===== src/rtl/mem_req_pkg.sv =====
// Shared types and constants for the memory request controller.
package mem_req_pkg;

  localparam int ADDR_W = 4;
  localparam int DATA_W = 32;
  localparam int STAT_W = 16;

  typedef struct packed {
    logic              we;
    logic [ADDR_W-1:0] addr;
    logic [DATA_W-1:0] data;
  } mem_cmd_t;

  typedef struct packed {
    logic [ADDR_W-1:0] addr;
    logic [DATA_W-1:0] data;
  } mem_rsp_t;

  // Saturating increment for the statistics counters.
  function automatic logic [STAT_W-1:0] sat_inc(input logic [STAT_W-1:0] v);
    return (&v) ? v : v + 1'b1;
  endfunction

endpackage


===== src/rtl/mem_req_fifo.sv =====
// Synchronous FIFO with count-based full/empty and async active-high reset.
// Pushes while full and pops while empty are dropped internally.
module mem_req_fifo #(
  parameter int WIDTH = 8,
  parameter int DEPTH = 4
) (
  input  logic                         i_clk,
  input  logic                         i_rst,
  input  logic                         i_push,
  input  logic [WIDTH-1:0]             i_data,
  input  logic                         i_pop,
  output logic [WIDTH-1:0]             o_data,
  output logic                         o_full,
  output logic                         o_empty,
  output logic [$clog2(DEPTH+1)-1:0]   o_count
);

  localparam int PW = (DEPTH > 1) ? $clog2(DEPTH) : 1;
  localparam int CW = $clog2(DEPTH + 1);

  logic [WIDTH-1:0] r_mem [DEPTH];
  logic [PW-1:0]    r_wr_ptr;
  logic [PW-1:0]    r_rd_ptr;
  logic [CW-1:0]    r_count;
  logic             w_push;
  logic             w_pop;

  // Explicit wrap so non power-of-two depths also work.
  function automatic logic [PW-1:0] nxt(input logic [PW-1:0] p);
    return (p == PW'(DEPTH - 1)) ? '0 : p + 1'b1;
  endfunction

  assign o_full  = (r_count == CW'(DEPTH));
  assign o_empty = (r_count == '0);
  assign o_count = r_count;
  assign o_data  = r_mem[r_rd_ptr];
  assign w_push  = i_push & ~o_full;
  assign w_pop   = i_pop & ~o_empty;

  // Storage array: written on push, no reset needed.
  always_ff @(posedge i_clk) begin
    if (w_push) r_mem[r_wr_ptr] <= i_data;
  end

  // Pointers and occupancy count.
  always_ff @(posedge i_clk or posedge i_rst) begin
    if (i_rst) begin
      r_wr_ptr <= '0;
      r_rd_ptr <= '0;
      r_count  <= '0;
    end else begin
      if (w_push) r_wr_ptr <= nxt(r_wr_ptr);
      if (w_pop)  r_rd_ptr <= nxt(r_rd_ptr);
      unique case ({w_push, w_pop})
        2'b10:   r_count <= r_count + 1'b1;
        2'b01:   r_count <= r_count - 1'b1;
        default: ;
      endcase
    end
  end

endmodule


===== src/rtl/mem_req_ctrl.sv =====
// Request controller in front of a 16x32 single-port memory.
// Commands queue in a FIFO and issue in order, one per cycle; read returns
// are tagged and buffered in a response FIFO guarded by a credit check.
// Optional build macro MEM_REQ_CTRL_STATS_EN adds saturating write/read
// issue counters (o_wr_count / o_rd_count).
module mem_req_ctrl
  import mem_req_pkg::*;
#(
  parameter int ADDR_W    = mem_req_pkg::ADDR_W,
  parameter int DATA_W    = mem_req_pkg::DATA_W,
  parameter int CMD_DEPTH = 4,
  parameter int RSP_DEPTH = 2
) (
  input  logic              i_clk,
  input  logic              i_rst,
  input  logic              i_cmd_valid,
  output logic              o_cmd_ready,
  input  logic              i_cmd_we,
  input  logic [ADDR_W-1:0] i_cmd_addr,
  input  logic [DATA_W-1:0] i_cmd_wdata,
  output logic              o_rsp_valid,
  input  logic              i_rsp_ready,
  output logic [DATA_W-1:0] o_rsp_data,
  output logic [ADDR_W-1:0] o_rsp_addr,
  output logic              o_mem_en,
  output logic [ADDR_W-1:0] o_mem_address,
  output logic [DATA_W-1:0] o_mem_data_in,
  input  logic [DATA_W-1:0] i_mem_data_out,
  input  logic              i_mem_valid,
  output logic              o_busy,
  output logic              o_proto_err
`ifdef MEM_REQ_CTRL_STATS_EN
  ,
  output logic [15:0]       o_wr_count,
  output logic [15:0]       o_rd_count
`endif
);

  localparam int CCW = $clog2(CMD_DEPTH + 1);
  localparam int RCW = $clog2(RSP_DEPTH + 1);

  mem_cmd_t          w_cmd_in;
  mem_cmd_t          w_cmd_head;
  mem_rsp_t          w_rsp_in;
  mem_rsp_t          w_rsp_head;
  logic              w_cmd_push;
  logic              w_cmd_full;
  logic              w_cmd_empty;
  logic [CCW-1:0]    w_cmd_count;
  logic              w_rsp_pop;
  logic              w_rsp_full;
  logic              w_rsp_empty;
  logic [RCW-1:0]    w_rsp_count;
  logic [RCW:0]      w_rsp_used;
  logic              w_rd_ok;
  logic              w_issue;
  logic              w_wr_issue;
  logic              w_rd_issue;
  logic              w_unused;

  logic              r_rdy;
  logic              r_inflight;
  logic [ADDR_W-1:0] r_tag;
  logic [ADDR_W-1:0] r_last_addr;
  logic              r_proto_err;

  assign w_unused = ^{w_cmd_count, w_rsp_full};

  // ---------------- command side ----------------
  assign o_cmd_ready = r_rdy & ~w_cmd_full;
  assign w_cmd_push  = i_cmd_valid & o_cmd_ready;
  assign w_cmd_in    = '{we: i_cmd_we, addr: i_cmd_addr, data: i_cmd_wdata};

  mem_req_fifo #(.WIDTH($bits(mem_cmd_t)), .DEPTH(CMD_DEPTH)) u_cmd_fifo (
    .i_clk   (i_clk),
    .i_rst   (i_rst),
    .i_push  (w_cmd_push),
    .i_data  (w_cmd_in),
    .i_pop   (w_issue),
    .o_data  (w_cmd_head),
    .o_full  (w_cmd_full),
    .o_empty (w_cmd_empty),
    .o_count (w_cmd_count)
  );

  // Read credit: entries held plus the read in flight, less the entry the
  // consumer takes this cycle. Crediting the same-cycle pop is what lets
  // back-to-back reads run at one per cycle with only two response slots.
  assign w_rsp_pop  = ~w_rsp_empty & i_rsp_ready;
  assign w_rsp_used = {1'b0, w_rsp_count} + {{RCW{1'b0}}, r_inflight}
                    - {{RCW{1'b0}}, w_rsp_pop};
  assign w_rd_ok    = (w_rsp_used < (RCW+1)'(RSP_DEPTH));

  assign w_issue    = ~w_cmd_empty & (w_cmd_head.we | w_rd_ok);
  assign w_wr_issue = w_issue & w_cmd_head.we;
  assign w_rd_issue = w_issue & ~w_cmd_head.we;

  // Idle cycles hold the last address so the memory's dummy read is harmless.
  assign o_mem_en      = w_wr_issue;
  assign o_mem_address = w_issue ? w_cmd_head.addr : r_last_addr;
  assign o_mem_data_in = w_wr_issue ? w_cmd_head.data : '0;

  // ---------------- response side ----------------
  assign w_rsp_in = '{addr: r_tag, data: i_mem_data_out};

  mem_req_fifo #(.WIDTH($bits(mem_rsp_t)), .DEPTH(RSP_DEPTH)) u_rsp_fifo (
    .i_clk   (i_clk),
    .i_rst   (i_rst),
    .i_push  (r_inflight),
    .i_data  (w_rsp_in),
    .i_pop   (w_rsp_pop),
    .o_data  (w_rsp_head),
    .o_full  (w_rsp_full),
    .o_empty (w_rsp_empty),
    .o_count (w_rsp_count)
  );

  assign o_rsp_valid = ~w_rsp_empty;
  assign o_rsp_addr  = w_rsp_head.addr;
  assign o_rsp_data  = w_rsp_head.data;
  assign o_busy      = ~w_cmd_empty | r_inflight;
  assign o_proto_err = r_proto_err;

  // Ready gating, in-flight tag, last address and sticky protocol error.
  always_ff @(posedge i_clk or posedge i_rst) begin
    if (i_rst) begin
      r_rdy       <= 1'b0;
      r_inflight  <= 1'b0;
      r_tag       <= '0;
      r_last_addr <= '0;
      r_proto_err <= 1'b0;
    end else begin
      r_rdy      <= 1'b1;
      r_inflight <= w_rd_issue;
      if (w_rd_issue) r_tag <= w_cmd_head.addr;
      if (w_issue)    r_last_addr <= w_cmd_head.addr;
      if (r_inflight & ~i_mem_valid) r_proto_err <= 1'b1;
    end
  end

`ifdef MEM_REQ_CTRL_STATS_EN
  logic [15:0] r_wr_count;
  logic [15:0] r_rd_count;

  // Saturating counts of issued writes and reads.
  always_ff @(posedge i_clk or posedge i_rst) begin
    if (i_rst) begin
      r_wr_count <= '0;
      r_rd_count <= '0;
    end else begin
      if (w_wr_issue) r_wr_count <= sat_inc(r_wr_count);
      if (w_rd_issue) r_rd_count <= sat_inc(r_rd_count);
    end
  end

  assign o_wr_count = r_wr_count;
  assign o_rd_count = r_rd_count;
`endif

endmodule


===== config.mk =====
export PLATFORM = sky130hd
export DESIGN_NAME = mem_req_ctrl
export DESIGN_NICKNAME = d
export VERILOG_FILES = /design/src/rtl/mem_req_pkg.sv /design/src/rtl/mem_req_fifo.sv /design/src/rtl/mem_req_ctrl.sv
export SDC_FILE = /design/constraint.sdc
export NUM_CORES = 1
export LEC_CHECK = 0
export ABC_CLOCK_PERIOD_IN_PS = 4400
export BUFFER_PORTS_ARGS = -buffer_cell sky130_fd_sc_hd__buf_2
export CAP_MARGIN = 20
export CORE_MARGIN = 5
export CORE_UTILIZATION = 30
export CTS_CLUSTER_SIZE = 14
export DETAILED_ROUTE_END_ITERATION = 16
export PLACE_DENSITY = 0.54
export RECOVER_POWER = 50
export SETUP_SLACK_MARGIN = 0.4
export SLEW_MARGIN = 25
export SYNTH_ARGS = -nofsm -noshare
export SYNTH_HDL_FRONTEND = slang
export SYNTH_SLANG_ARGS = --single-unit

===== constraint.sdc =====
create_clock -name i_clk -period 4.4 [get_ports i_clk]
set_input_delay 0.22 -clock i_clk [delete_from_list [all_inputs] [get_ports i_clk]]
set_output_delay 0.22 -clock i_clk [all_outputs]
set_load 0.01 [all_outputs]

* Word level (Yosys, flattened, before mapping)
Memory sizes are Yosys's and may differ from the RTL's.
Index checks and enable logic that the tools add are counted.
** Operators by class
- Order comparisons :: 1
- Mux-type cells :: 12
- $add $sub $neg :: 10
- Bitwise logic cells :: 19
- Equality and inequality tests :: 8
- Reductions and logical operators :: 4
** Operator list (count)
- two-way mux 32 bit :: 1
- bitwise AND 1 bit :: 11
- equality test 2 bit, second input constant :: 5
- adder 2 x 1 -> 2 bit, second input constant :: 3
- two-way mux 1 bit :: 6
- NOT 1 bit :: 6
- case mux 3 bit (2 select lines) :: 1
- equality test 2 x 1 -> 1 bit, second input constant :: 2
- two-way mux 2 bit :: 2
- two-way mux 4 bit :: 1
- case mux 2 bit (2 select lines) :: 1
- nonzero test 2 bit :: 2
- adder 2 x 1 -> 3 bit :: 1
- adder 3 x 1 -> 3 bit, second input constant :: 1
- equality test 3 bit, second input constant :: 1
- logical NOT 3 bit :: 1
- < comparator 3 x 2 -> 1 bit, second input constant :: 1
- subtractor 3 x 1 -> 3 bit :: 1
- subtractor 3 x 1 -> 3 bit, second input constant :: 1
- adder 1 bit, second input constant :: 2
- logical NOT 2 bit :: 1
- bitwise OR 1 bit :: 2
- subtractor 2 x 1 -> 2 bit, second input constant :: 1
** Storage, ports and cells
- Register bits after elaboration :: 22
- Bits in writable memories :: 220
- Output and inout bits :: 77
- Memories kept :: 2
- Bits of input ports :: 74
- Word-level logic and storage cells :: 67
** Memories
- u_cmd_fifo.r_mem :: depth 4, width 37, rd ports 1, clocked after memory_dff 0, write ports 1, RTL line mem_req_fifo.sv:21 : logic [WIDTH-1:0] r_mem [DEPTH];
- u_rsp_fifo.r_mem :: depth 2, width 36, rd ports 1, clocked after memory_dff 0, write ports 1, RTL line mem_req_fifo.sv:21

* Logic depth before layout (Yosys ltp)
Gate-level depths: netlist of the first run.
- Word-level depth :: 10
- Gate-level depth with buffers :: 14
- Mapped depth without buffers :: 14

* By module
A second synthesis of the first run with hierarchy kept.
** Unflattened totals
- Cells, all modules :: 463
- Area, all modules :: 9598.0 um^2
** Modules (own cells, without submodules)
- mem_req_fifo (u_cmd_fifo) :: cells an instance 234, seq. area each 4619.4 um^2, times used 1, area an instance 5784.3 um^2
- mem_req_fifo (u_rsp_fifo) :: cells an instance 131, seq. area each 2262.2 um^2, times used 1, area an instance 2947.8 um^2
- mem_req_ctrl :: cells an instance 98, seq. area each 275.3 um^2, times used 1, area an instance 865.8 um^2

* Worst setup path before layout of the first run
Ideal clock, no wire load.
- Path type :: register -> register
- Start :: reg u_rsp_fifo.r_count[1] (netlist: u_rsp_fifo.o_count[1])
- End :: reg u_cmd_fifo.r_count[2] (netlist: u_cmd_fifo.o_count[2])
- Stages on the path, launching flop included :: 15
- Path slack :: 0.833 ns
- Arrival time :: 3.488 ns
- Setup time :: 0.080 ns
- Cell sequence :: dfrtp_1 > or2_2 > and2_1 > ha_1 > nand2b_1 > fa_1 > xnor2_1 > a21oi_1 > nor2_1 > ha_1 > inv_1 > fa_1 > xor2_1 > nor2_1 > xnor2_1
** Between the ends
- Cells in the longest elaborated chain, start to end :: 10
- Elaborated cells between the ends (all ways) :: 13
- Classes of those cells :: 2 x add/sub; 1 x order compare; 2 x eq/ne; 1 x mux; 5 x bitwise; 2 x reduce/logical
** Ends and longest elaborated chain
- from (decl) :: RTL line mem_req_fifo.sv:24 : logic [CW-1:0] r_count;
- from (signal assigned) :: RTL line mem_req_fifo.sv:55 : 2'b10: r_count <= r_count + 1'b1;
- from (signal assigned) :: RTL line mem_req_fifo.sv:56 : 2'b01: r_count <= r_count - 1'b1;
- logical NOT 2 bit * :: RTL line mem_req_fifo.sv:34 : assign o_empty = (r_count == '0);
- NOT 1 bit *
- via o_rsp_valid :: RTL line mem_req_ctrl.sv:21 : output logic o_rsp_valid,
- bitwise AND 1 bit * :: RTL line mem_req_ctrl.sv:89 : assign w_rsp_pop = ~w_rsp_empty & i_rsp_ready;
- subtractor 3 x 1 -> 3 bit * :: RTL line mem_req_ctrl.sv:91 : - {{RCW{1'b0}}, w_rsp_pop};
- < comparator 3 x 2 -> 1 bit * :: RTL line mem_req_ctrl.sv:92 : assign w_rd_ok = (w_rsp_used < (RCW+1)'(RSP_DEPTH));
- bitwise OR 1 bit * :: RTL line mem_req_ctrl.sv:94 : assign w_issue = ~w_cmd_empty & (w_cmd_head.we | w_rd_ok);
- bitwise AND 1 bit * :: RTL line mem_req_ctrl.sv:94
- bitwise AND 1 bit * :: RTL line mem_req_fifo.sv:38 : assign w_pop = i_pop & ~o_empty;
- via u_cmd_fifo.w_pop :: RTL line mem_req_fifo.sv:26 : logic w_pop;
- equality test 2 x 1 -> 1 bit / equality test 2 bit (equally long branches) :: RTL line mem_req_fifo.sv:54 : unique case ({w_push, w_pop})
- case mux 3 bit (2 select lines) / nonzero test 2 bit (equally long branches)
- to (signal assigned) :: RTL line mem_req_fifo.sv:55
- to (signal assigned) :: RTL line mem_req_fifo.sv:56
- to (decl) :: RTL line mem_req_fifo.sv:24
Mark *: on every way through the listed nets, which the timed path passes. The rest lies on a longest branch.
A chain may end at the register's enable or synchronous reset.

* Final worst setup path of the first run
- Start :: reg u_rsp_fifo.r_count[1] (netlist: u_rsp_fifo.o_count[1])
- End :: reg u_cmd_fifo.r_count[2] (netlist: u_cmd_fifo.o_count[2])
** Between the ends
- Cells in the longest elaborated chain, start to end :: 10
- Elaborated cells between the ends (all ways) :: 13
- Classes of those cells :: 2 x add/sub; 1 x order compare; 2 x eq/ne; 1 x mux; 5 x bitwise; 2 x reduce/logical
** Ends and longest elaborated chain (RTL line)
- parallel branches: the longest is 3 deep, another holds adder 2 x 1 -> 3 bit
- subtractor 3 x 1 -> 3 bit * :: mem_req_ctrl.sv:91
- < comparator 3 x 2 -> 1 bit * :: mem_req_ctrl.sv:92
- bitwise OR 1 bit * :: mem_req_ctrl.sv:94
- bitwise AND 1 bit * :: mem_req_ctrl.sv:94
- bitwise AND 1 bit * :: mem_req_fifo.sv:38
- via u_cmd_fifo.w_pop :: mem_req_fifo.sv:26
- equality test 2 x 1 -> 1 bit / equality test 2 bit (equally long branches) :: mem_req_fifo.sv:54
- case mux 3 bit (2 select lines) / nonzero test 2 bit (equally long branches)
Mark *: on every way through the listed nets, which the timed path passes.

==> impl_metrics.tcl, run 1 <==
set metrics [dict create \
    numCtsBuffers 27 \
    first_iter_violations 310 \
    syn_inst 466 \
    arrival_ps 4220 \
    switchingPower_mw 2.39 \
    final_hold_viol_count 0 \
    die_x_um 187 \
    portBuffers 150 \
    rsz0062_at_grt "no" \
    synth.top_cells.by_count "edfxtp_1, mux2_2, mux4_2, and3_1, dfrtp_1" \
    synth-compound-area-share_pct 1.59 \
    drv_cap 1 \
    syn_area_um2 9380 \
    synthToLayoutAreaGrowth_pct 29.2 \
    postRouteAntennaNets 0 \
    wl_per_cell_um 18.3 \
    worstPathMaxFanout 8 \
    grt_pass1_vias 5491 \
    yosysTopAreaCell "edfxtp_1" \
    cp-start-kind "flip-flop" \
    dr.pass1.iters 4 \
    cts_tree "yes" \
    slew_viol_final 38 \
    synth_most_common_cell "edfxtp_1" \
    yosys-top-cells-area "edfxtp_1, mux4_2, dfrtp_1" \
    grt_overflow 0 \
    worstHoldPathType "input port to flip-flop" \
    max_slew.worst_pin.slew_ps 3010 \
    vias 5086 \
    seq_area_frac_synth_pct 76.3 \
    via_per_inst 4.57 \
    final_util_pct 39.4 \
    crit_type "flip-flop to flip-flop" \
    clkTransAtPathRegs_ps 60 \
    hold_start "i_rsp_ready" \
    dpl.hpwl_um 12200 \
    clockPowerShare_pct 27.6 \
    core_um2 30700 \
    period_share_pct 86.0 \
    fmax_mhz 264 \
    gp_congestion 0.729 \
    p_per_area_nw_per_um2 635 \
    pre_cts_slack_ps 450 \
    cts_sinks 242 \
    min_delay_worst_endpoint "u_rsp_fifo.r_rd_ptr$_DFFE_PP0P_" \
    async_flop_share_pct 9.09 \
    hold_path_depth 3 \
    rrSetupSlack_ps 620 \
    fin_setup_tns_ps 0 \
    reg2reg_to "u_cmd_fifo.o_count[2]$_DFFE_PP0P_" \
    yosys_warnings 0 \
    num_io_pins 151 \
    synth_mux_area_share_pct 14.0 \
    peakVddDrop_uv 402 \
    crit_start "u_rsp_fifo.o_count[1]$_DFFE_PP0P_" \
    cts-root-buf "clkbuf_16" \
    die_h_um 187 \
    synth_top_family_by_area "multiplexers" \
    cellLeakagePower_nw 4.30 \
    ys_ff_latch 242 \
    start_util_pct 30.5 \
    end_kind "flip-flop" \
    worstPathRequired_ps 4840 \
    synthAdderAreaFrac_pct 1.49 \
    combPwrFrac_pct 33.4 \
    grt_usage_pct 11.3 \
    synth-xor-area-share_pct 0.933 \
    finalCriticalPeriod_ps 3780 \
    status "complete, but fails checks" \
    row_count 64 \
    drive_gt1_share_pct 29.7 \
    relSlewSlack_pct -101 \
    nFillCells 2886 \
    post-route-drc-count 0 \
    clock_latency_ps 520 \
    synth_cell_types 35 \
    synth-edff-count 220 \
    post-route-worst-setup-slack_ps 616 \
    synth_area_per_cell_um2 20.1 \
    cts_max_path_buffers 3 \
    intPower_mw 5.31 \
    antenna_found_initial 3 \
    dieArea_um2 34900 \
    grt_first_pass_wirelength_um 31700 \
    synth_top_area_share_pct 70.4 \
    reg2regPathDepth 14 \
    switching_share_pct 31.0 \
    grt_max_degree 44 \
    fin_nets 785 \
    fin_skew_ps 15.7 \
    syn-num-nets 550 \
    synth-simple-area-share_pct 3.89 \
    drt-total-wl_um 20400 \
    htree_levels 1 \
    setup_viol_count_final 0 \
    violations "capacitance limit, slew limit" \
    synth-main-ff-cell "edfxtp_1" \
    p_seq_share_pct 39.0 \
    r2r_start "u_rsp_fifo.o_count[1]$_DFFE_PP0P_" \
]
cells in the final DEF, fill, tap and decap left out, types with 3 or more instances in the layout:
cell / netlist / layout
buf_4: 1 / 4
clkinv_1: 0 / 8
mux2_2: 42 / 42
inv_1: 19 / 18
dlygate4sd3_1: 0 / 71
and2_4: 0 / 3
nand2_1: 10 / 10
dfrtp_1: 22 / 20
clkbuf_2: 0 / 3
ha_1: 8 / 8
and3_1: 32 / 32
a211o_1: 5 / 5
clkbuf_16: 0 / 27
xnor2_1: 7 / 6
buf_2: 5 / 81
o211ai_1: 5 / 5
bufinv_16: 0 / 3
clkbuf_1: 15 / 71
nor2_1: 7 / 5
mux4_2: 37 / 37
edfxtp_1: 220 / 220
xor2_1: 3 / 3
layer usage:
layer | vias up | track usage (%) | routed length [µm]
met5 | - | 0 | 26
met4 | 4 | 3.21 | 599
met3 | 39 | 3.79 | 1600
met2 | 190 | 18.2 | 9420
met1 | 2534 | 14.7 | 8730
li1 | 2319 | - | -
cell families after synthesis:
logic type	Yosys count
AOI/OAI and AO/OA	19
xor gates and xnor gates	10
adders and majority gates	10
buffers and inverters	41
DFF	242
muxes	80
other	1
and+or+nand+nor	63
metrics by stage:
step | hold WS [ps] | std cells | cell area, µm² | power [mW]
2_1_floorplan | 209 | 466 | 9380 | 4.71
3_3_place_gp | 408 | 995 | 10600 | 5.56
3_5_place_dp | 413 | 995 | 10600 | 5.61
4_1_cts | 67.5 | 1111 | 12100 | 7.83
5_1_grt | 155 | 1114 | 12100 | 8.12
6_report | 133 | 1114 | 12100 | 7.70
what timing repair did:
| action | CTS | global route |
|---|---|---|
| endpoints found under the hold margin | 235 | 0 |
| hold buffers | 71 | 0 |
| setup buffers | 0 | 0 |
| endpoints found under the setup margin | 0 | 5 |
| gates resized for setup | 0 | 1 |
power by group through the flow:
stage | sequential (mW) | clock (mW) | combinational, mW
after floorplan | 3.00 | 0 | 1.71
after global placement | 3.03 | 0 | 2.53
after detailed placement | 3.05 | 0 | 2.56
after CTS | 3.00 | 2.19 | 2.64
after global routing | 3.03 | 2.27 | 2.82
final | 3.00 | 2.12 | 2.57
final cells by class:
class | instances | area, µm² | area share, %
Clock inverter | 14 | 141 | 1.17
Antenna cell | 1 | 2.50 | 0.0206
Sequential cell | 242 | 7160 | 59.1
Multi-Input combinational cell | 183 | 2090 | 17.3
Inverter | 19 | 71.3 | 0.588
Clock buffer | 31 | 691 | 5.70
Timing Repair Buffer | 228 | 1470 | 12.1
Tap cell | 396 | 495 | 4.09
registers in the layout (all words and copies together) (netlist names):
| name | cells |
|---|---|
| r_inflight | 1 |
| r_rdy | 1 |
| u_cmd_fifo.r_mem | 148 |
| u_cmd_fifo.r_wr_ptr | 2 |
| r_tag | 4 |
| u_rsp_fifo.o_count | 2 |
| u_cmd_fifo.r_rd_ptr | 2 |
| u_cmd_fifo.o_count | 3 |
| u_rsp_fifo.r_rd_ptr | 1 |
| r_last_addr | 4 |
| u_rsp_fifo.r_wr_ptr | 1 |
| u_rsp_fifo.r_mem | 72 |
| o_proto_err | 1 |
worst max-delay path by stage:
| stage | slack (ps) | endpoint | cells after the start |
|---|---|---|---|
| final | 620 | u_cmd_fifo.o_count[2]$_DFFE_PP0P_ | 14 |
| after global routing | 390 | u_cmd_fifo.o_count[2]$_DFFE_PP0P_ | 14 |
| after CTS | 440 | u_cmd_fifo.o_count[2]$_DFFE_PP0P_ | 14 |
| after detailed placement | 450 | u_cmd_fifo.o_count[2]$_DFFE_PP0P_ | 14 |
| after global placement | 590 | u_cmd_fifo.o_count[2]$_DFFE_PP0P_ | 14 |
| after floorplan | 830 | u_cmd_fifo.o_count[2]$_DFFE_PP0P_ | 14 |
critical path, cell delays in order (launching register included):
cell      delay, ps
dfrtp_1         470
or2_2           340
and2_0          220
ha_1            300
nand2b_1        150
fa_1            430
xnor2_2         340
a21oi_1         240
nor2_1          160
ha_1            210
inv_1            60
fa_1            380
xor2_1          150
nor2_1          120
xnor2_1         130
Power figures use the tool's default switching activity.
==> run 2: changes to the inputs <==
--- a/config.mk
+++ b/config.mk
@@ -6,16 +6,17 @@
 export NUM_CORES = 1
 export LEC_CHECK = 0
 export ABC_CLOCK_PERIOD_IN_PS = 4400
-export BUFFER_PORTS_ARGS = -buffer_cell sky130_fd_sc_hd__buf_2
 export CAP_MARGIN = 20
 export CORE_MARGIN = 5
 export CORE_UTILIZATION = 30
 export CTS_CLUSTER_SIZE = 14
 export DETAILED_ROUTE_END_ITERATION = 16
-export PLACE_DENSITY = 0.54
+export DONT_BUFFER_PORTS = 1
+export PLACE_DENSITY = 0.5
 export RECOVER_POWER = 50
 export SETUP_SLACK_MARGIN = 0.4
 export SLEW_MARGIN = 25
 export SYNTH_ARGS = -nofsm -noshare
 export SYNTH_HDL_FRONTEND = slang
+export SYNTH_HIERARCHICAL = 1
 export SYNTH_SLANG_ARGS = --single-unit
==> impl_metrics.tcl, run 2 <==
set metrics [dict create \
    status "complete, but fails checks" \
    violations "capacitance limit, slew limit" \
    arrival_ps 3950 \
    route.layer.met1.wl_um 8080 \
    drt-total-wl_um 18900 \
    cts_resized 0 \
    drv_cap 2 \
    numCtsBuffers 27 \
    crit_chain "nor2_1 -> nor2b_1 -> ha_1 -> nor2b_1 -> fa_1 -> or2_2 -> a21oi_1 -> nand2b_1 -> inv_1 -> ha_1 -> inv_1 -> fa_1 -> xor2_1 -> nor2_1 -> xor2_1" \
    fmax_mhz 286 \
    peakVddDrop_uv 391 \
    slowest_stage "fa_1" \
    final_util_pct 36.6 \
    reg2regPathDepth 15 \
    fin_setup_tns_ps 0 \
    cts_sinks 242 \
    end_kind "flip-flop" \
    met2_length_um 8810 \
    yosys_warnings 6 \
    diodes 0 \
    worstHoldPathType "input port to async pin" \
    first_iter_violations 190 \
    dieArea_um2 35700 \
    cp_top_family "adder cells" \
    die_h_um 189 \
    dr.pass1.iters 6 \
    cellLeakagePower_nw 3.93 \
    nFillCells 2921 \
    post_cts_buffers 0 \
    slowest_delay_ps 550 \
    vias 4460 \
    antenna_found_initial 0 \
    relSlewSlack_pct -16.4 \
    largestRegisters "u_cmd_fifo/r_mem (148), u_rsp_fifo/r_mem (72)" \
    portBuffers 0 \
    clockPowerShare_pct 27.6 \
    cts-root-buf "clkbuf_16" \
    finalCriticalPeriod_ps 3490 \
    cts_hold_buf 71 \
    final_hold_viol_count 0 \
    die_x_um 189 \
    fin_skew_ps 16.7 \
    period_share_pct 79.3 \
    wl_met3_um 1480 \
    synth_area_per_cell_um2 20.8 \
    intPower_mw 5.11 \
    rrSetupSlack_ps 910 \
    setup_viol_count_final 0 \
    clock_latency_ps 540 \
    crit_type "flip-flop to flip-flop" \
    rsz0062_at_grt "no" \
    synthToLayoutAreaGrowth_pct 20.3 \
    p_seq_share_pct 42.0 \
    clkTransAtPathRegs_ps 60 \
    cp-start-kind "flip-flop" \
    combPwrFrac_pct 30.4 \
    gp_congestion 0.701 \
    wl_per_cell_um 19.5 \
    row_count 65 \
    max_slew.worst_pin.slew_ps 1740 \
    reg2reg_to "u_cmd_fifo/o_count[2]$_DFFE_PP0P_" \
    mostFrequentLayoutCells "edfxtp_1, dlygate4sd3_1, mux4_2" \
    top_layer "met4" \
    drive_gt1_share_pct 23.8 \
    syn-num-nets 546 \
    postRouteAntennaNets 0 \
    grt_first_pass_wirelength_um 29000 \
    r2r_start "u_rsp_fifo/o_count[1]$_DFFE_PP0P_" \
    fin_nets 634 \
    p_per_area_nw_per_um2 648 \
    via_per_inst 4.58 \
    start_util_pct 30.4 \
    switchingPower_mw 2.37 \
    worstPathRequired_ps 4850 \
    final_common_cell "edfxtp_1" \
    grt_usage_pct 10.3 \
    dpl.hpwl_um 11700 \
    largest_register_ffs 148 \
    num_io_pins 151 \
    worstPathMaxFanout 10 \
    path_buf_inv 2 \
    grt_pass1_vias 4943 \
    core_um2 31600 \
    post-route-drc-count 0 \
    slew_viol_final 56 \
    cts_max_path_buffers 3 \
    grt_max_degree 39 \
    switching_share_pct 31.6 \
    cts_tree "yes" \
    top_register "u_cmd_fifo/r_mem" \
    grt_overflow 0 \
    syn_inst 462 \
    syn_area_um2 9590 \
    htree_levels 1 \
    cp.depth 15 \
]
run 2: cell types whose count changed in the layout (fill, tap and decap cells not counted), sizes merged, moves of 3 or more:
cell and delta:
nor2b +6, a211o -5, nand3b +4, buf -80, and3 -31, and2 +32
a311o +3, clkbuf -67
run 2: how the worst max path moves through the flow:
| stage | from | to | slack, ps |
|---|---|---|---|
| floorplan | u_rsp_fifo/o_count[0]$_DFFE_PP0P_ | u_cmd_fifo/o_count[2]$_DFFE_PP0P_ | 1100 |
| global placement | u_rsp_fifo/o_count[1]$_DFFE_PP0P_ | u_cmd_fifo/o_count[2]$_DFFE_PP0P_ | 980 |
| finish | u_rsp_fifo/o_count[1]$_DFFE_PP0P_ | u_cmd_fifo/o_count[2]$_DFFE_PP0P_ | 910 |
| detailed placement | u_rsp_fifo/o_count[0]$_DFFE_PP0P_ | u_cmd_fifo/o_count[2]$_DFFE_PP0P_ | 850 |
| CTS | u_rsp_fifo/o_count[1]$_DFFE_PP0P_ | u_cmd_fifo/o_count[2]$_DFFE_PP0P_ | 840 |
| global route | u_rsp_fifo/o_count[1]$_DFFE_PP0P_ | u_cmd_fifo/o_count[2]$_DFFE_PP0P_ | 630 |
run 2: power groups by stage:
stage               sequential [mW]  clock [mW]  combinational [mW]
CTS                            3.15        2.14                2.34
finish                         3.14        2.06                2.27
floorplan                      3.02           0                1.95
detailed placement             3.20           0                2.26
global route                   3.19        2.23                2.50
global placement               3.18           0                2.21
run 2: worst register-to-register path: stages, from the launching register on:
cell	delay, ps
dfrtp_1	440
nor2_1	210
nor2b_1	100
ha_1	300
nor2b_1	140
fa_1	550
or2_2	340
a21oi_1	140
nand2b_1	120
inv_1	70
ha_1	170
inv_1	60
fa_1	370
xor2_1	150
nor2_1	110
xor2_1	150
run 2: routing by layer:
| layer | global-route usage (%) | up-vias |
|---|---|---|
| met5 | 0 | - |
| met4 | 3.05 | 0 |
| met3 | 3.26 | 33 |
| met2 | 17.1 | 161 |
| met1 | 13.1 | 2281 |
| li1 | - | 1985 |
run 2: cell type report:
| type | count | area, µm² | share of cell area, % |
|---|---|---|---|
| clock buffers | 34 | 702 | 6.08 |
| multi-input cells | 185 | 2220 | 19.2 |
| flip-flops and latches | 242 | 7160 | 62.0 |
| repair buffers | 78 | 783 | 6.78 |
| well taps | 402 | 503 | 4.36 |
| clock inverters | 16 | 113 | 0.975 |
| inverters | 16 | 60.1 | 0.520 |
run 2: through the flow:
step	area, µm²	total power [mW]	std cells	worst slack (ps)	hold WS [ps]
after global placement	10000	5.39	851	979	9.17
after detailed placement	10000	5.46	851	855	16.7
after CTS	11500	7.63	972	840	90.7
final	11500	7.48	973	909	112
after floorplan	9590	4.97	462	1100	-13.9
after global routing	11500	7.93	973	631	119
